## config.mk

```make
export PLATFORM = sky130hd
export DESIGN_NAME = branch_resolve_pipe
export DESIGN_NICKNAME = d
export VERILOG_FILES = /design/src/rtl/bp_pkg.sv /design/src/rtl/bp_pipe_reg.sv /design/src/rtl/branch_resolve_pipe.sv
export SDC_FILE = /design/constraint.sdc
export NUM_CORES = 1
export LEC_CHECK = 0
export CAP_MARGIN = 0
export CORE_ASPECT_RATIO = 1.4
export CORE_MARGIN = 4
export CORE_UTILIZATION = 53
export CTS_CLUSTER_SIZE = 24
export DETAILED_ROUTE_END_ITERATION = 12
export GPL_TIMING_DRIVEN = 0
export PLACE_DENSITY = 0.95
export SLEW_MARGIN = 10
export SYNTH_ARGS = -nofsm -noshare
export SYNTH_HDL_FRONTEND = slang
export SYNTH_SLANG_ARGS = --single-unit
export TNS_END_PERCENT = 30
```

## constraint.sdc

```tcl
create_clock -name clk -period 6 [get_ports clk]
set_clock_uncertainty 0.15 [all_clocks]
set_input_delay 1.8 -clock clk [delete_from_list [all_inputs] [get_ports clk]]
set_output_delay 1.8 -clock clk [all_outputs]
set_load 0.005 [all_outputs]
```

## src/rtl/bp_pkg.sv

```systemverilog
// Branch-prediction bookkeeping types shared by the predictor, datapath and resolve pipe.
package bp_pkg;

  localparam int unsigned BP_PHT_INDEX_BITS = 10;
  localparam int unsigned BP_PC_BITS        = 32;
  localparam int unsigned BP_CNT_BITS       = 32;

  // Fall-through PC on a not-taken branch skips the delay slot.
  localparam logic [BP_PC_BITS-1:0] BP_FALLTHRU_OFFSET = BP_PC_BITS'(8);

  // Prediction context carried alongside an instruction from fetch to execute.
  typedef struct packed {
    logic [BP_PC_BITS-1:0]        pc;
    logic                         predict_take;
    logic [BP_PHT_INDEX_BITS-1:0] pht_index;
    logic                         branch;
  } bp_info_t;

endpackage

```

## src/rtl/bp_pipe_reg.sv

```systemverilog
// Pipeline register for {valid, prediction context} with hold and flush.
module bp_pipe_reg
  import bp_pkg::*;
#(
  parameter type payload_t = bp_info_t
) (
  input  logic     clk,
  input  logic     rst,
  input  logic     stall,
  input  logic     flush,
  input  logic     valid_in,
  input  payload_t data_in,
  output logic     valid,
  output payload_t data
);

  // Priority rst > flush > stall > load; flush only clears valid, payload is don't-care.
  always_ff @(posedge clk) begin
    if (rst) begin
      valid <= 1'b0;
      data  <= '0;
    end else if (flush) begin
      valid <= 1'b0;
    end else if (!stall) begin
      valid <= valid_in;
      data  <= data_in;
    end
  end

endmodule

```

## src/rtl/branch_resolve_pipe.sv

```systemverilog
// Carries fetch predictions to execute, resolves them, and feeds training/redirect/statistics.
module branch_resolve_pipe
  import bp_pkg::*;
#(
  parameter int unsigned PHT_INDEX_BITS = BP_PHT_INDEX_BITS,
  parameter int unsigned CNT_BITS       = BP_CNT_BITS
) (
  input  logic                      clk,
  input  logic                      rst,
  input  logic                      stallD,
  input  logic                      flushD,
  input  logic                      stallE,
  input  logic                      flushE,
  input  logic [31:0]               pcF,
  input  logic                      predict_takeF,
  input  logic [PHT_INDEX_BITS-1:0] PHT_indexF,
  input  logic                      branchD,
  input  logic                      actually_takenE_in,
  input  logic [31:0]               branch_targetE,
  output logic                      branchE,
  output logic [PHT_INDEX_BITS-1:0] PHT_indexE,
  output logic                      actually_takenE,
  output logic                      predict_takeE,
  output logic                      predict_resultE,
  output logic                      mispredictE,
  output logic [31:0]               redirect_pcE,
  output logic [CNT_BITS-1:0]       branch_cnt,
  output logic [CNT_BITS-1:0]       mispredict_cnt
);

  bp_info_t info_f;
  bp_info_t info_d;
  bp_info_t info_d_tagged;
  bp_info_t info_e;
  logic     valid_d;
  logic     valid_e;
  logic     retire;
  logic     mispredict;

  // Fetch-side payload; the branch flag is only known after decode.
  always_comb begin
    info_f              = '0;
    info_f.pc           = pcF;
    info_f.predict_take = predict_takeF;
    info_f.pht_index    = BP_PHT_INDEX_BITS'(PHT_indexF);
    info_f.branch       = 1'b0;
  end

  bp_pipe_reg #(.payload_t(bp_info_t)) u_reg_fd (
    .clk      (clk),
    .rst      (rst),
    .stall    (stallD),
    .flush    (flushD),
    .valid_in (1'b1),
    .data_in  (info_f),
    .valid    (valid_d),
    .data     (info_d)
  );

  // Decode marks the entry as a conditional branch.
  always_comb begin
    info_d_tagged        = info_d;
    info_d_tagged.branch = valid_d & branchD;
  end

  bp_pipe_reg #(.payload_t(bp_info_t)) u_reg_de (
    .clk      (clk),
    .rst      (rst),
    .stall    (stallE),
    .flush    (flushE),
    .valid_in (valid_d),
    .data_in  (info_d_tagged),
    .valid    (valid_e),
    .data     (info_e)
  );

  // Resolve in E: a stalled branch retires only on the cycle the stall drops.
  always_comb begin
    retire          = valid_e & info_e.branch & ~stallE;
    mispredict      = retire & (info_e.predict_take != actually_takenE_in);
    branchE         = retire;
    mispredictE     = mispredict;
    predict_resultE = ~mispredict;
    actually_takenE = actually_takenE_in;
    predict_takeE   = info_e.predict_take;
    PHT_indexE      = PHT_INDEX_BITS'(info_e.pht_index);
    redirect_pcE    = actually_takenE_in ? branch_targetE
                                         : info_e.pc + BP_FALLTHRU_OFFSET;
  end

  // Retired-branch and mispredict statistics, wrapping.
  always_ff @(posedge clk) begin
    if (rst) begin
      branch_cnt     <= '0;
      mispredict_cnt <= '0;
    end else begin
      if (retire)     branch_cnt     <= branch_cnt + CNT_BITS'(1);
      if (mispredict) mispredict_cnt <= mispredict_cnt + CNT_BITS'(1);
    end
  end

endmodule

```

==> results of run 1 <==
logic make-up after synthesis:
family / synth area share
simple gates: 0.296
compound gates: 0.161
flops: 0.425
buf+inv: 0.0528
xor+xnor: 0.0377
mux: 0.0214
fa+ha+maj: 0.00521
metrics by stage:
stage / power (W) / cell area [µm²] / std cells / setup WS (ns)
3_5_place_dp: 0.00125 / 9350 / 1303 / 0.327
3_3_place_gp: 0.00125 / 9350 / 1303 / 0.347
2_1_floorplan: 0.00114 / 7200 / 929 / 1.37
4_1_cts: 0.00235 / 9960 / 1335 / 0.304
5_1_grt: 0.00241 / 9960 / 1335 / 0.136
6_report: 0.00235 / 9960 / 1335 / 0.268
how the worst max path moves through the flow:
stage	cells past startpoint	end	slack (ns)	from
final	6	mispredictE	0.27	stallE
after global routing	6	mispredictE	0.14	stallE
after CTS	6	mispredictE	0.30	stallE
after detailed placement	6	mispredictE	0.33	stallE
after global placement	6	mispredictE	0.35	stallE
after floorplan	5	redirect_pcE[21]	1.37	actually_takenE_in
routing by layer:
layer / vias up / track usage / wire length, µm / part of all wire
met5: - / 0 / 0 / 0
met4: 0 / 0.130 / 779 / 0.035
met2: 346 / 0.512 / 11500 / 0.52
li1: 3723 / - / - / -
met3: 77 / 0.0657 / 1630 / 0.074
met1: 3523 / 0.304 / 8070 / 0.37
critical path, cell delays in order:
cell,delay (ns)
sky130_fd_sc_hd__clkdlybuf4s50_1,0.49
sky130_fd_sc_hd__and3b_1,0.24
sky130_fd_sc_hd__clkbuf_1,0.36
sky130_fd_sc_hd__nand2_1,0.19
sky130_fd_sc_hd__inv_1,0.17
sky130_fd_sc_hd__clkdlybuf4s50_1,0.53
placed cells by master (no fill, tap or decap), types with 12 or more instances in the layout:
cell type / count
sky130_fd_sc_hd__nand4_1: 29
sky130_fd_sc_hd__dfxtp_1: 153
sky130_fd_sc_hd__clkbuf_1: 57
sky130_fd_sc_hd__o31ai_1: 41
sky130_fd_sc_hd__a21oi_1: 125
sky130_fd_sc_hd__o21ai_0: 23
sky130_fd_sc_hd__xnor2_1: 13
sky130_fd_sc_hd__nor2_1: 44
sky130_fd_sc_hd__xor2_1: 18
sky130_fd_sc_hd__nand2_1: 215
sky130_fd_sc_hd__clkdlybuf4s50_1: 192
sky130_fd_sc_hd__clkbuf_16: 17
sky130_fd_sc_hd__a31oi_1: 14
sky130_fd_sc_hd__inv_1: 14
sky130_fd_sc_hd__buf_4: 12
sky130_fd_sc_hd__or4_1: 44
sky130_fd_sc_hd__nand3_1: 32
sky130_fd_sc_hd__and3_1: 14
area by class of cell:
class	instances	area (µm²)	area share
timing repair buffer	192	1920	0.193
sequential	153	3060	0.307
clock inverter	15	189	0.0190
tap	182	228	0.0229
buffer	73	328	0.0329
multi-input combinational	689	3760	0.377
inverter	14	52.6	0.00527
clock buffer	17	425	0.0427
power breakdown:
group	total (W)	switching [W]	internal, W
Combinational	0.000186	0.0000868	0.0000996
Clock	0.00112	0.000451	0.000664
Sequential	0.00105	0.0000117	0.00103
state kept, by name, indices dropped and copies added (netlist names):
register        count
mispredict_cnt     32
u_reg_fd.data      43
u_reg_de.valid      1
u_reg_de.data      44
branch_cnt         32
u_reg_fd.valid      1
synth_stat cells, drive strengths merged (7+ instances only):
library cell,n
o21ai,23
nand3,32
a31oi,14
nor4,7
nor2,44
inv,14
and3,14
nor2b,7
and4,11
nand4,29
nand2,215
or3,11
or4,44
a21oi,125
clkbuf,57
o31ai,41
buf,16
mux2,11
dfxtp,153
xnor2,13
xor2,18
==> results.md, run 1 <==
### Routing
- **antenna violation net count after detailed routing** 0
- **DRC violations left** 0
- **post-detailed-route via-to-cell ratio** 5.74
- **per-cell routed wire length** 16.4 µm
- **routed vias** 7669
- **starting DRC count in detailed routing** 452
- **number of iterations in the first detailed-routing pass** 6
- **Total Routed Length** 22.0 mm

### Clock network
- **Num Clock Sinks** 153
- **CTS tree** done
- **number of buffers inserted during clock tree synthesis** 17
- **clock latency at the later pin of the worst-skew pair** 0.43 ns
- **CTS Root Cell** sky130_fd_sc_hd__clkbuf_16
- **post-CTS setup-driven buffer insertion count** 0
- **cts hold-fix bufs** 0
- **buffer depth of the longest clock path** 2
- **H-tree depth** 4
- **Gates resized, CTS repair** 0
- **clock slew seen by the registers of the worst setup and hold paths** 0.07 ns

### Logic synthesis
- **Net Count, Synth** 1015
- **sequential fraction of the synthesis area** 0.425
- **per-instance average area after synthesis** 7.75 µm²
- **Post-Syn Area** 7200 µm²
- **Gate Count Post-Synth** 929
- **yosys warns** 0
- **cell type contributing the most total cell area after synthesis** sky130_fd_sc_hd__dfxtp_1
- **Post-synth EDFFs** 0
- **count of unique library cells instantiated by Yosys** 39
- **share of synthesized registers carrying an async set or reset** 0
- **number of flip-flops and latches in the synthesized netlist** 153
- **most area-consuming cells after synthesis** sky130_fd_sc_hd__dfxtp_1 43%, sky130_fd_sc_hd__nand2_1 11%, sky130_fd_sc_hd__a21oi_1 8.7%
- **top-area cell type share of the netlist area** 0.425
- **Top FF cell, synth** sky130_fd_sc_hd__dfxtp_1

### STA
- **final critical-path required period** 5.73 ns
- **aggregate negative setup slack** 0 ns
- **Achievable Freq** 174 MHz
- **transition time of the tightest slew-check pin** 0.674 ns
- **worst hold slack across all endpoints** 0.300 ns
- **final hold violation count** 0
- **number of setup violations in the final report** 0
- **period utilisation layout** 0.955
- **Final Max Slew Viols** 0
- **RSZ-0062 raised after global routing** false
- **relative slew slack** 0.549

### Floorplanning
- **count of standard-cell rows** 50
- **die area** 15500 µm²
- **die height** 146 µm
- **effective utilization at floorplan** 0.540
- **core area** 13300 µm²
- **horizontal extent of the die** 107 µm
- **count of boundary I/O pins** 194

### Setup path
- **setup slack of the worst register-to-register path** 3.54 ns
- **reg2reg start** mispredict_cnt[9]$_SDFFE_PP0P_
- **terminus of the critical flop-to-flop path** mispredict_cnt[30]$_SDFFE_PP0P_
- **highest fanout seen on the critical path** 8
- **Critical Path AT** 3.78 ns
- **Worst R2R Path Depth** 6
- **kind of capture point of the worst setup path** output pin
- **kind of critical path** in -> out
- **Required @ worst endpoint** 4.05 ns
- **category of the worst setup path launch point** input port

### Placed design
- **DPL Wire Length** 16.2 mm
- **quantity of I/O buffers inserted on ports** 192
- **global placement routability congestion** 0.846

### Run
- **number of max-cap violations** 0

### Status
- **result of the run** completed

### Power and ir drop
- **PwrDens** 236 nW/µm²
- **largest vdd supply drop** 194 µV
- **LEAKAGE** 3.27 nW

### Hold path
- **Hold EP** u_reg_de.data[4]$_SDFFE_PP0P_
- **path class of the lowest-slack min-delay path** reg -> reg
- **hold depth** 2
- **launch instance of the worst min-delay path** u_reg_fd.data[4]$_SDFFE_PP0P_

### Cells and area
- **layout cells sized above 1** 0.0520
- **number of filler instances in the final layout** 987
- **signed area change from the synthesized netlist to the final layout** 38.4%
- **Inserted Diodes** 0
- **final net count** 1226
- **final standard cell utilization of the core** 0.748

### Global route
- **vias in the first global route** 7630
- **total routing usage reported by global routing** 0.281
- **pin count of the biggest net entering global routing** 17
- **global-route wire length before repair** 36.0 mm
- **GRT Residual Overflow** 0
- **antenna violations before repair** 0

Note: power is estimated with default switching activity, not from simulation.
==> run 2, diff against run 1 <==
CORE_MARGIN = unset   (was 4)
==> run 2 against run 1 <==
- global-route usage is 0.95 points higher
- non-clock buffer count is the same
- setup slack got worse by 0.0051 ns
- sequential cell count did not move
- sequential power barely moved
- cell area is essentially flat
- register-to-register slack hardly changed
- total power down 1.2%
- via count down 1.0%
- final cell count unchanged
- clock power barely moved
==> results.md, run 2 (synthesis results as in run 1) <==
### Status
- **result of the run** completed

### Routing
- **routed vias** 7590
- **DRC violations left** 0
- **Total Routed Length** 20.7 mm
- **antenna violation net count after detailed routing** 0
- **per-cell routed wire length** 15.5 µm
- **post-detailed-route via-to-cell ratio** 5.69
- **starting DRC count in detailed routing** 339
- **number of iterations in the first detailed-routing pass** 5

### Clock network
- **cts hold-fix bufs** 0
- **post-CTS setup-driven buffer insertion count** 0
- **clock latency at the later pin of the worst-skew pair** 0.41 ns
- **buffer depth of the longest clock path** 2
- **CTS Root Cell** sky130_fd_sc_hd__clkbuf_16
- **clock slew seen by the registers of the worst setup and hold paths** 0.07 ns
- **number of buffers inserted during clock tree synthesis** 17
- **H-tree depth** 4
- **Num Clock Sinks** 153
- **CTS tree** done
- **Gates resized, CTS repair** 0

### Cells and area
- **commonest non-fill, non-tap cell in the layout** sky130_fd_sc_hd__nand2_1
- **layout cells sized above 1** 0.0520
- **signed area change from the synthesized netlist to the final layout** 38.3%
- **registers with the highest flip-flop counts** u_reg_de.data: 44 flops, u_reg_fd.data: 43 flops
- **Reg area** 3060 µm²
- **area of combinational cells with multiple inputs** 3760 µm²
- **final net count** 1226
- **number of filler instances in the final layout** 999
- **register with the most flip-flops** u_reg_de.data
- **most frequent cells in the layout** 215 x sky130_fd_sc_hd__nand2_1, 192 x sky130_fd_sc_hd__clkdlybuf4s50_1, 153 x sky130_fd_sc_hd__dfxtp_1
- **Largest register FFs** 44
- **Inserted Diodes** 0

### STA
- **final critical-path required period** 5.74 ns
- **Achievable Freq** 174 MHz
- **aggregate negative setup slack** 0 ns
- **number of setup violations in the final report** 0
- **period utilisation layout** 0.956
- **relative slew slack** 0.616
- **Final Max Slew Viols** 0
- **RSZ-0062 raised after global routing** false
- **final hold violation count** 0
- **transition time of the tightest slew-check pin** 0.574 ns

### Floorplanning
- **effective utilization at floorplan** 0.540
- **core area** 13300 µm²
- **count of standard-cell rows** 50
- **die height** 140 µm
- **count of boundary I/O pins** 194
- **horizontal extent of the die** 101 µm
- **die area** 14100 µm²

### Placed design
- **global placement routability congestion** 0.880
- **DPL Wire Length** 15.3 mm
- **quantity of I/O buffers inserted on ports** 192

### Global route
- **total routing usage reported by global routing** 0.291
- **antenna violations before repair** 0
- **global-route wire length before repair** 32.7 mm
- **vias in the first global route** 6908
- **GRT Residual Overflow** 0
- **pin count of the biggest net entering global routing** 17

### Setup path
- **category of the worst setup path launch point** input port
- **kind of capture point of the worst setup path** output pin
- **kind of critical path** in -> out
- **Required @ worst endpoint** 4.05 ns
- **highest fanout seen on the critical path** 8
- **Critical Path AT** 3.79 ns

### Hold path
- **path class of the lowest-slack min-delay path** reg -> reg

### Power and ir drop
- **LEAKAGE** 3.25 nW
- **PwrDens** 233 nW/µm²
- **total design power** 0.00232 W
- **largest vdd supply drop** 221 µV

### Run
- **number of max-cap violations** 0

-- run 2: cell count changes in the layout (fill, tap and decap cells not counted), sizes merged --
| cell | delta |
|---|---|
| inv | +2 |
| clkinvlp | +2 |
| clkinv | -3 |
| bufinv | -1 |
-- run 2: critical path, cell delays in order --
cell	delay [ns]
sky130_fd_sc_hd__clkdlybuf4s50_1	0.51
sky130_fd_sc_hd__and3b_1	0.25
sky130_fd_sc_hd__clkbuf_1	0.34
sky130_fd_sc_hd__nand2_1	0.17
sky130_fd_sc_hd__inv_1	0.19
sky130_fd_sc_hd__clkdlybuf4s50_1	0.53
-- run 2: final timing paths --
| path | start | slack (ns) | cells past startpoint | end |
|---|---|---|---|---|
| worst max-delay path | stallE | 0.26 | 6 | mispredictE |
| worst min-delay path | u_reg_fd.data[39]$_SDFFE_PP0P_ | 0.29 | 2 | u_reg_de.data[39]$_SDFFE_PP0P_ |
| worst max register to register | mispredict_cnt[12]$_SDFFE_PP0P_ | 3.55 | 6 | mispredict_cnt[25]$_SDFFE_PP0P_ |
| worst min register to register | u_reg_fd.data[39]$_SDFFE_PP0P_ | 0.29 | 2 | u_reg_de.data[39]$_SDFFE_PP0P_ |
-- run 2: layer usage --
layer	vias to the layer above	track usage	wire, µm
li1	3718	-	-
met2	294	0.533	11000
met1	3525	0.312	7700
met4	0	0.145	681
met5	-	0	0
met3	53	0.0564	1380
-- run 2: area by class of cell --
cell class / instances / share of cell area
sequential: 153 / 0.308
clock buffer: 17 / 0.0427
timing repair buffer: 192 / 0.193
multi-input combinational: 689 / 0.377
inverter: 14 / 0.00528
buffer: 73 / 0.0329
tap: 182 / 0.0229
clock inverter: 15 / 0.0181
-- run 2: where the power goes --
group / leakage, nW / switching (W) / internal (W)
combinational: 1.73 / 0.0000847 / 0.0000995
sequential: 1.24 / 0.0000119 / 0.00103
clock: 0.287 / 0.000459 / 0.000629
total: 3.25 / 0.000556 / 0.00176
-- run 2: stage by stage --
stage / instances / setup slack (ns) / area [µm²] / utilization / hold slack (ns)
4_1_cts: 1335 / 0.304 / 9950 / 0.747 / 0.297
3_5_place_dp: 1303 / 0.312 / 9350 / 0.702 / 0.293
2_1_floorplan: 929 / 1.37 / 7200 / - / 0.282
6_report: 1335 / 0.263 / 9950 / 0.747 / 0.293
3_3_place_gp: 1303 / 0.319 / 9350 / 0.702 / 0.285
5_1_grt: 1335 / 0.182 / 9950 / 0.747 / 0.308
